## src/rtl/sqrt_pkg.sv

```systemverilog
// ---------------------------------------------------------------------------
// sqrt_pkg
// Shared definitions for the square-root datapath and its inverse
// (sqrt_square_rem).
//   - Default widths: root (QW_DEF), remainder (RW_DEF), radicand (DW_DEF).
//   - sqsr_state_t : FSM states of the squarer (IDLE, MUL, ADD, DONE).
//   - root_t / rem_t / rad_t : operand and result types at the default widths.
// ---------------------------------------------------------------------------
package sqrt_pkg;

   // Default root width; the remainder of an integer square root never
   // exceeds 2*root, so it needs one extra bit.
   localparam int QW_DEF = 4;
   localparam int RW_DEF = QW_DEF + 1;
   localparam int DW_DEF = 2 * QW_DEF - 1;

   typedef logic [QW_DEF-1:0] root_t;
   typedef logic [RW_DEF-1:0] rem_t;
   typedef logic [DW_DEF-1:0] rad_t;

   typedef enum logic [1:0] {
      IDLE = 2'd0,
      MUL  = 2'd1,
      ADD  = 2'd2,
      DONE = 2'd3
   } sqsr_state_t;

endpackage : sqrt_pkg

```

## src/rtl/sqrt_square_rem.sv

```systemverilog
// ---------------------------------------------------------------------------
// sqrt_square_rem
// Reconstructs radicand = root*root + remainder using an iterative shift-add
// multiplier (one multiplier bit per clock, LSB first). It serves both as a
// round-trip checker behind the sqrt block and as a plain squarer.
//
// Ports
//   clk          in   rising-edge clock
//   rst_n        in   asynchronous active-low reset
//   in_valid     in   operands valid
//   in_ready     out  block can accept (high only in IDLE)
//   root_in      in   [QW-1:0] unsigned root
//   rem_in       in   [RW-1:0] unsigned remainder
//   out_valid    out  result valid, held until out_ready
//   out_ready    in   downstream accepts result
//   data_out     out  [DW-1:0] root^2 + rem, all-ones on overflow
//   out_overflow out  true sum exceeded 2^DW-1
//   out_rem_err  out  rem_in > 2*root_in
// ---------------------------------------------------------------------------
module sqrt_square_rem
   import sqrt_pkg::*;
#(
   parameter int QW = QW_DEF,
   parameter int RW = RW_DEF,
   parameter int DW = DW_DEF
) (
   input  logic          clk,
   input  logic          rst_n,
   input  logic          in_valid,
   output logic          in_ready,
   input  logic [QW-1:0] root_in,
   input  logic [RW-1:0] rem_in,
   output logic          out_valid,
   input  logic          out_ready,
   output logic [DW-1:0] data_out,
   output logic          out_overflow,
   output logic          out_rem_err
);

   // Accumulator holds (2^QW-1)^2 + 2^RW-1 without wrapping.
   localparam int AW = 2 * QW + 1;
   localparam int CW = (QW > 1) ? $clog2(QW) : 1;
   localparam logic [AW-1:0] DMAX = {{(AW-DW){1'b0}}, {DW{1'b1}}};

   sqsr_state_t   r_state;
   sqsr_state_t   w_nextState;

   // Multiplicand and multiplier are the same value (the root), so a single
   // register serves as both.
   logic [QW-1:0] r_mcand;
   logic [RW-1:0] r_rem;
   logic [AW-1:0] r_acc;
   logic [CW-1:0] r_cnt;
   logic [DW-1:0] r_data;
   logic          r_ovf;
   logic          r_remErr;

   logic          w_lastBit;
   logic [AW-1:0] w_addend;
   logic [AW-1:0] w_accMul;
   logic [AW-1:0] w_accAdd;
   logic          w_ovf;
   logic          w_remErr;
   logic [DW-1:0] w_sat;

   // State register.
   always_ff @(posedge clk or negedge rst_n) begin
      if (!rst_n) begin
         r_state <= IDLE;
      end else begin
         r_state <= w_nextState;
      end
   end

   // Next-state logic: MUL runs exactly QW cycles, ADD one cycle, DONE waits
   // for the downstream handshake.
   always_comb begin
      w_nextState = r_state;
      case (r_state)
         IDLE:    if (in_valid)  w_nextState = MUL;
         MUL:     if (w_lastBit) w_nextState = ADD;
         ADD:                    w_nextState = DONE;
         DONE:    if (out_ready) w_nextState = IDLE;
         default:                w_nextState = IDLE;
      endcase
   end

   // Datapath arithmetic. The remainder check is done one bit wider than the
   // remainder so that 2*root can never be truncated.
   always_comb begin
      w_lastBit = (r_cnt == CW'(QW - 1));
      w_addend  = r_mcand[r_cnt] ? (AW'(r_mcand) << r_cnt) : '0;
      w_accMul  = r_acc + w_addend;
      w_accAdd  = r_acc + AW'(r_rem);
      w_ovf     = (w_accAdd > DMAX);
      w_remErr  = ({1'b0, r_rem} > ((RW+1)'(r_mcand) << 1));
      w_sat     = w_ovf ? {DW{1'b1}} : w_accAdd[DW-1:0];
   end

   // Datapath registers. Result registers are cleared on the output
   // handshake so the outputs read zero whenever the block is idle.
   always_ff @(posedge clk or negedge rst_n) begin
      if (!rst_n) begin
         r_mcand  <= '0;
         r_rem    <= '0;
         r_acc    <= '0;
         r_cnt    <= '0;
         r_data   <= '0;
         r_ovf    <= 1'b0;
         r_remErr <= 1'b0;
      end else begin
         case (r_state)
            IDLE: begin
               if (in_valid) begin
                  r_mcand <= root_in;
                  r_rem   <= rem_in;
                  r_acc   <= '0;
                  r_cnt   <= '0;
               end
            end
            MUL: begin
               r_acc <= w_accMul;
               r_cnt <= w_lastBit ? '0 : r_cnt + CW'(1);
            end
            ADD: begin
               r_acc    <= w_accAdd;
               r_data   <= w_sat;
               r_ovf    <= w_ovf;
               r_remErr <= w_remErr;
            end
            DONE: begin
               if (out_ready) begin
                  r_data   <= '0;
                  r_ovf    <= 1'b0;
                  r_remErr <= 1'b0;
               end
            end
            default: begin
               r_cnt <= '0;
            end
         endcase
      end
   end

   // Outputs come straight from registers; no input reaches them
   // combinationally.
   always_comb begin
      in_ready     = (r_state == IDLE);
      out_valid    = (r_state == DONE);
      data_out     = r_data;
      out_overflow = r_ovf;
      out_rem_err  = r_remErr;
   end

endmodule : sqrt_square_rem
```

## config.mk

```make
export PLATFORM = sky130hd
export DESIGN_NAME = sqrt_square_rem
export DESIGN_NICKNAME = d
export VERILOG_FILES = /design/src/rtl/sqrt_pkg.sv /design/src/rtl/sqrt_square_rem.sv
export SDC_FILE = /design/constraint.sdc
export NUM_CORES = 1
export LEC_CHECK = 0
export BUFFER_PORTS_ARGS = -buffer_cell sky130_fd_sc_hd__buf_2
export CAP_MARGIN = 15
export CORE_ASPECT_RATIO = 1.5
export CORE_UTILIZATION = 50
export DETAILED_ROUTE_END_ITERATION = 10
export PLACE_DENSITY = 0.73
export SKIP_LAST_GASP = 1
export SYNTH_ARGS = -nofsm -noshare
export SYNTH_HDL_FRONTEND = slang
export SYNTH_SLANG_ARGS = --single-unit
```

## constraint.sdc

```tcl
create_clock -name clk -period 2.8 [get_ports clk]
set_input_delay 0.14 -clock clk [delete_from_list [all_inputs] [get_ports clk]]
set_output_delay 0.14 -clock clk [all_outputs]
set_load 0.05 [all_outputs]
```

After elaboration in Yosys (flattened, before gate mapping)
Index checks and enable logic that the tools add are counted.

Flip-flop bits (word level): 31. Latch bits: 0. Memory bits (writable): 0. Bits in read-only memories: 0. Input port bits: 13. Memories: 0.

$add $sub $neg: 3. Multipliers: 0. Div/mod/pow operators: 0. Order comparisons: 3. Equality and inequality tests: 7. Shift operators: 1. Multiplexer cells: 18. Bitwise operators: 0. Reductions and logical operators: 9.

Operator list (count): case mux 9 bit (3 select lines) (1); 2-to-1 mux 9 bit (2); 2-to-1 mux 7 bit (2); case mux 7 bit (2 select lines) (1); 2-to-1 mux 2 bit (5); adder 9 x 5 -> 9 bit (1); adder 9 bit (1); greater-than comparator 9 x 7 -> 1 bit (second input constant) (1); << shifter 4 x 2 -> 9 bit (1); case mux 2 bit (4 select lines) (1); AND reduction 2 bit (4); equality test 2 bit (second input constant) (3); greater-than comparator 5 bit (1); inequality test 2 bit (second input constant) (2); case mux 1 bit (2 select lines) (2); case mux 2 bit (2 select lines) (1); nonzero test 2 bit (2); < comparator 2 x 3 -> 1 bit (second input constant) (1); AND reduction 3 bit (1); nonzero test 3 bit (1); adder 2 x 1 -> 2 bit (second input constant) (1); binary-select mux 1 bit (select 2 bit) (1); equality test 2 x 1 -> 1 bit (second input constant) (1); zero test 2 bit (1); 2 further kinds (3).

Depth between registers and ports, before layout
Word-level depth: 5. Mapped depth: 11. Gate-level depth less buffers: 10.

Worst setup path after synthesis
No wires, ideal clock.

Path kind: reg-to-reg. Start point: register r_cnt[0]. End point: register r_acc[8]. Setup time: 0.121 ns. Data arrival time: 2.370 ns. Data required time: 2.679 ns. Slack: 0.309 ns. Cell stages (with the launch flop): 12. Path through: dfrtp_1 > clkbuf_1 > nor3b_1 > ha_1 > inv_1 > fa_1 > nor2b_1 > o31a_1 > o221ai_1 > mux2_2 > a32o_1 > a22o_1.

Word-level cells in the longest chain between the ends: 5. Elaborated cells between the ends (all ways): 6.

Ends and longest elaborated chain: from (decl) (RTL line sqrt_square_rem.sv:53) `logic [CW-1:0] r_cnt;`; from (signal assigned) (RTL line sqrt_square_rem.sv:123) `r_cnt <= w_lastBit ? '0 : r_cnt + CW'(1);`; binary-select mux 1 bit (select 2 bit) (RTL line sqrt_square_rem.sv:92) `w_addend = r_mcand[r_cnt] ? (AW'(r_mcand) << r_cnt) : '0;`; 2-to-1 mux 1 bit (not written as such) (RTL line sqrt_square_rem.sv:92); 2-to-1 mux 9 bit (*) (RTL line sqrt_square_rem.sv:92); adder 9 bit (*) (RTL line sqrt_square_rem.sv:93) `w_accMul = r_acc + w_addend;`; case mux 9 bit (3 select lines) (*) (RTL line sqrt_square_rem.sv:112) `case (r_state)`; to (signal assigned) (RTL line sqrt_square_rem.sv:122) `r_acc <= w_accMul;`; to (signal assigned) (RTL line sqrt_square_rem.sv:126) `r_acc <= w_accAdd;`; to (decl) (RTL line sqrt_square_rem.sv:52) `logic [AW-1:0] r_acc;`.

Every way passes the cells marked *; elsewhere a longest branch is shown, timed or not. The select of a mux whose other input is x is not followed. A chain may end at the register's enable or synchronous reset.

Final worst setup path
Start point: register r_cnt[1]. End point: register r_acc[8].

The elaborated chain is that of the path after synthesis.

==> out/summary.txt <==
Status: completed
Ys async rst share: 1.00
CP cell instances: nor3b_1, ha_1, inv_1, fa_1, nor2b_1, o31a_1, o221ai_1, mux2_2, a32o_1, a22o_1
# diodes: 0
Starting Density: 0.523
Yosys warns: 0
Final Max Slew Viols: 0
Synthesized area: 0.00220 mm^2
Period utilization: 0.943
Synth top area share: 0.352
GRT busiest layer: met2
Max Fanout on Critical Path: 9
GPL Wtd Cong: 0.841
Clock transition at the registers of the reported paths: 0.07 ns
Most frequent cells after synthesis: 31 x dfrtp_1, 23 x nand2_1, 22 x ha_1
Worst Tran Pin Value: 0.738 ns
Slowest-stage cell, CP: dfrtp_1
P_leak: 1.21 nW
Leading area contributor after synthesis: dfrtp_1
# DRC: 0
Core area: 0.00421 mm^2
FF+latch area: 776 um^2
Top Ports: 24
Initial DRT Pass Iterations: 4
Share of layout cells above drive strength 1: 0.189
Final nets: 290
Required time of the critical path: 2.97 ns
Die Area: 0.00468 mm^2
Total gr overflow: 0
Count of input and output buffers: 23
Synth Area per Inst: 9.61 um^2
Post-synthesis sequential area ratio: 0.352
Post-Route WL: 4880 um
CTS tree: built
Combinational Power Share: 0.582
Crit. Startpoint: r_cnt[1]$_DFFE_PN0P_
Setup TNS: 0 ns
CTS resizes: 0
Antenna viol nets, final: 0
Worst Setup End Kind: flop
Multi-input logic area: 0.00133 mm^2
CTS H-tree lvls: 2
Place WS: 0.164 ns
Min-delay worst type: primary input to flop
RSZ-0062 raised after global routing: no
Largest net degree at the start of global routing: 32
CP startpoint kind: flop
Met2 usage: 0.419
Top-count cell post-synth: dfrtp_1
GRT met3 Usage: 0.0389
Die Y-Extent: 83.3 um
Syn_nets: 266
Net Sw Frac: 0.488
Peak Freq: 379 MHz
# fillers: 380
Dpl hpwl: 3720 um
Min Tclk post-route: 2.64 ns
Synth unique cells: 49
WL/cell: 16.3 um
Hold path start: rem_in[1]
Pint: 1.47 mW
Final worst setup slack: 0.158 ns
Crit path DAT: 2.81 ns
Placed Cells: 291
Clock Skews: 0.00908 ns
CTS Buf Count: 5
WS Path Type: flop to flop
Worst r2r src: r_cnt[1]$_DFFE_PN0P_
Synth Flop Type: dfrtp_1
Global-route wire length before repair: 8290 um
Number of antenna violations at the first check in global routing: 0
Area contributors post-synth: dfrtp_1 35%, ha_1 13%, mux2_2 5.1%
Worst slew margin: 0.508
Total track usage: 0.228
PD cells: 1180 mW/mm^2
TritonCTS Sinks: 31
Row count: 29
Max-cap violations: 0
Clock Power Share: 0.135
Synth Register Bits: 31
Via count: 1804
Max IR drop VDD: 0.747 mV
Number of global-route vias before repair: 1834
Root Driver: clkbuf_8
Final Setup Violations: 0
Worst-Skew Late Latency: 0.28 ns
Cells after Synth: 229
Fin. Hold Viols: 0
Clock tree buffer depth: 2
Via/cell ratio: 6.01
Grt met1 use: 0.255
Starting DRT DRC Count: 40
Reg power frac: 0.283
Syn-to-layout area delta: 11.2%
Post-Layout Cell Count: 300
Slowest cell delay on critical path: 0.47 ns
NetSw: 1.40 mW
Die Wd: 56.2 um
Post-synth EDFFs: 0
[path summary, 6_finish.rpt]
check / endpoint / slack (ns) / cells past startpoint
worst max-delay path: r_acc[8]$_DFFE_PN0P_ / 0.16 / 10
worst min-delay path: r_rem[1]$_DFFE_PN0P_ / 0.09 / 2
worst max register to register: r_acc[8]$_DFFE_PN0P_ / 0.16 / 10
worst min register to register: out_rem_err$_DFFE_PN0P_ / 0.48 / 2
max in group asynchronous: r_mcand[2]$_DFFE_PN0P_ / 1.90 / 2
min in group asynchronous: out_overflow$_DFFE_PN0P_ / 0.44 / 2
[power groups by stage]
stage | logic, mW | clock network [mW] | registers [mW]
3_3_place_gp | 1.62 | 0 | 0.813
3_5_place_dp | 1.65 | 0 | 0.819
4_1_cts | 1.67 | 0.397 | 0.811
6_report | 1.67 | 0.389 | 0.816
2_1_floorplan | 1.19 | 0 | 0.896
5_1_grt | 1.85 | 0.422 | 0.837
[final cells by class]
class / instances / share of cell area
clock buffers: 8 / 0.0409
inverters: 15 / 0.0230
multi-input cells: 175 / 0.541
flip-flops and latches: 31 / 0.317
well taps: 46 / 0.0235
repair buffers: 25 / 0.0542
[timing repair]
action                                 in CTS  in global routing
setup buffers                               0                  0
hold buffers                                1                  0
endpoints found under the hold margin      31                  0
[stage by stage]
step                      power [mW]  hold slack (ns)  utilization  area [um^2]
after floorplan                 2.09           -0.156            -         2200
after global placement          2.44            0.233        0.555         2340
after detailed placement        2.47            0.235        0.555         2340
after CTS                       2.88           0.0878        0.581         2450
after global routing            3.11           0.0858        0.581         2450
final                           2.88           0.0882        0.581         2450
[state kept, by name, indices dropped and copies added, names as in the netlist]
register and flops:
data_out 7, out_overflow 1, out_rem_err 1, r_acc 9
r_cnt 2, r_mcand 4, r_rem 5, r_state 2
[worst max-delay path, delay by kind of cell, from the launching register on]
kind	cells	cell delay, ns
muxes	1	0.30
adders and majority gates	2	0.60
AOI/OAI and AO/OA	4	0.69
buffers and inverters	1	0.05
DFF	1	0.47
and+or+nand+nor	2	0.42
[kinds of logic after synthesis]
family          count (synthesis)  synth area share
simple gates                   59             0.135
compound gates                 72             0.229
buf+inv                        23            0.0455
fa+ha+maj                      24             0.143
xor+xnor                       10            0.0432
mux                            10            0.0512
flops                          31             0.352
[layer usage]
metal	routed length, um	vias up
met5	0	-
met4	124	0
met3	169	11
met2	2580	48
met1	2000	858
li1	-	887
[cell usage in the layout, fill, tap and decap left out, types with 6 or more instances in the layout]
| cell type | count |
|---|---|
| inv_1 | 15 |
| mux2_2 | 10 |
| xnor2_1 | 7 |
| dfrtp_1 | 31 |
| a21oi_1 | 16 |
| o211ai_1 | 6 |
| nand3_1 | 6 |
| ha_1 | 22 |
| nor2_1 | 7 |
| nand2_1 | 23 |
| buf_2 | 23 |
| o21ai_0 | 14 |
| clkbuf_8 | 7 |
Power figures use the tool's default switching activity.
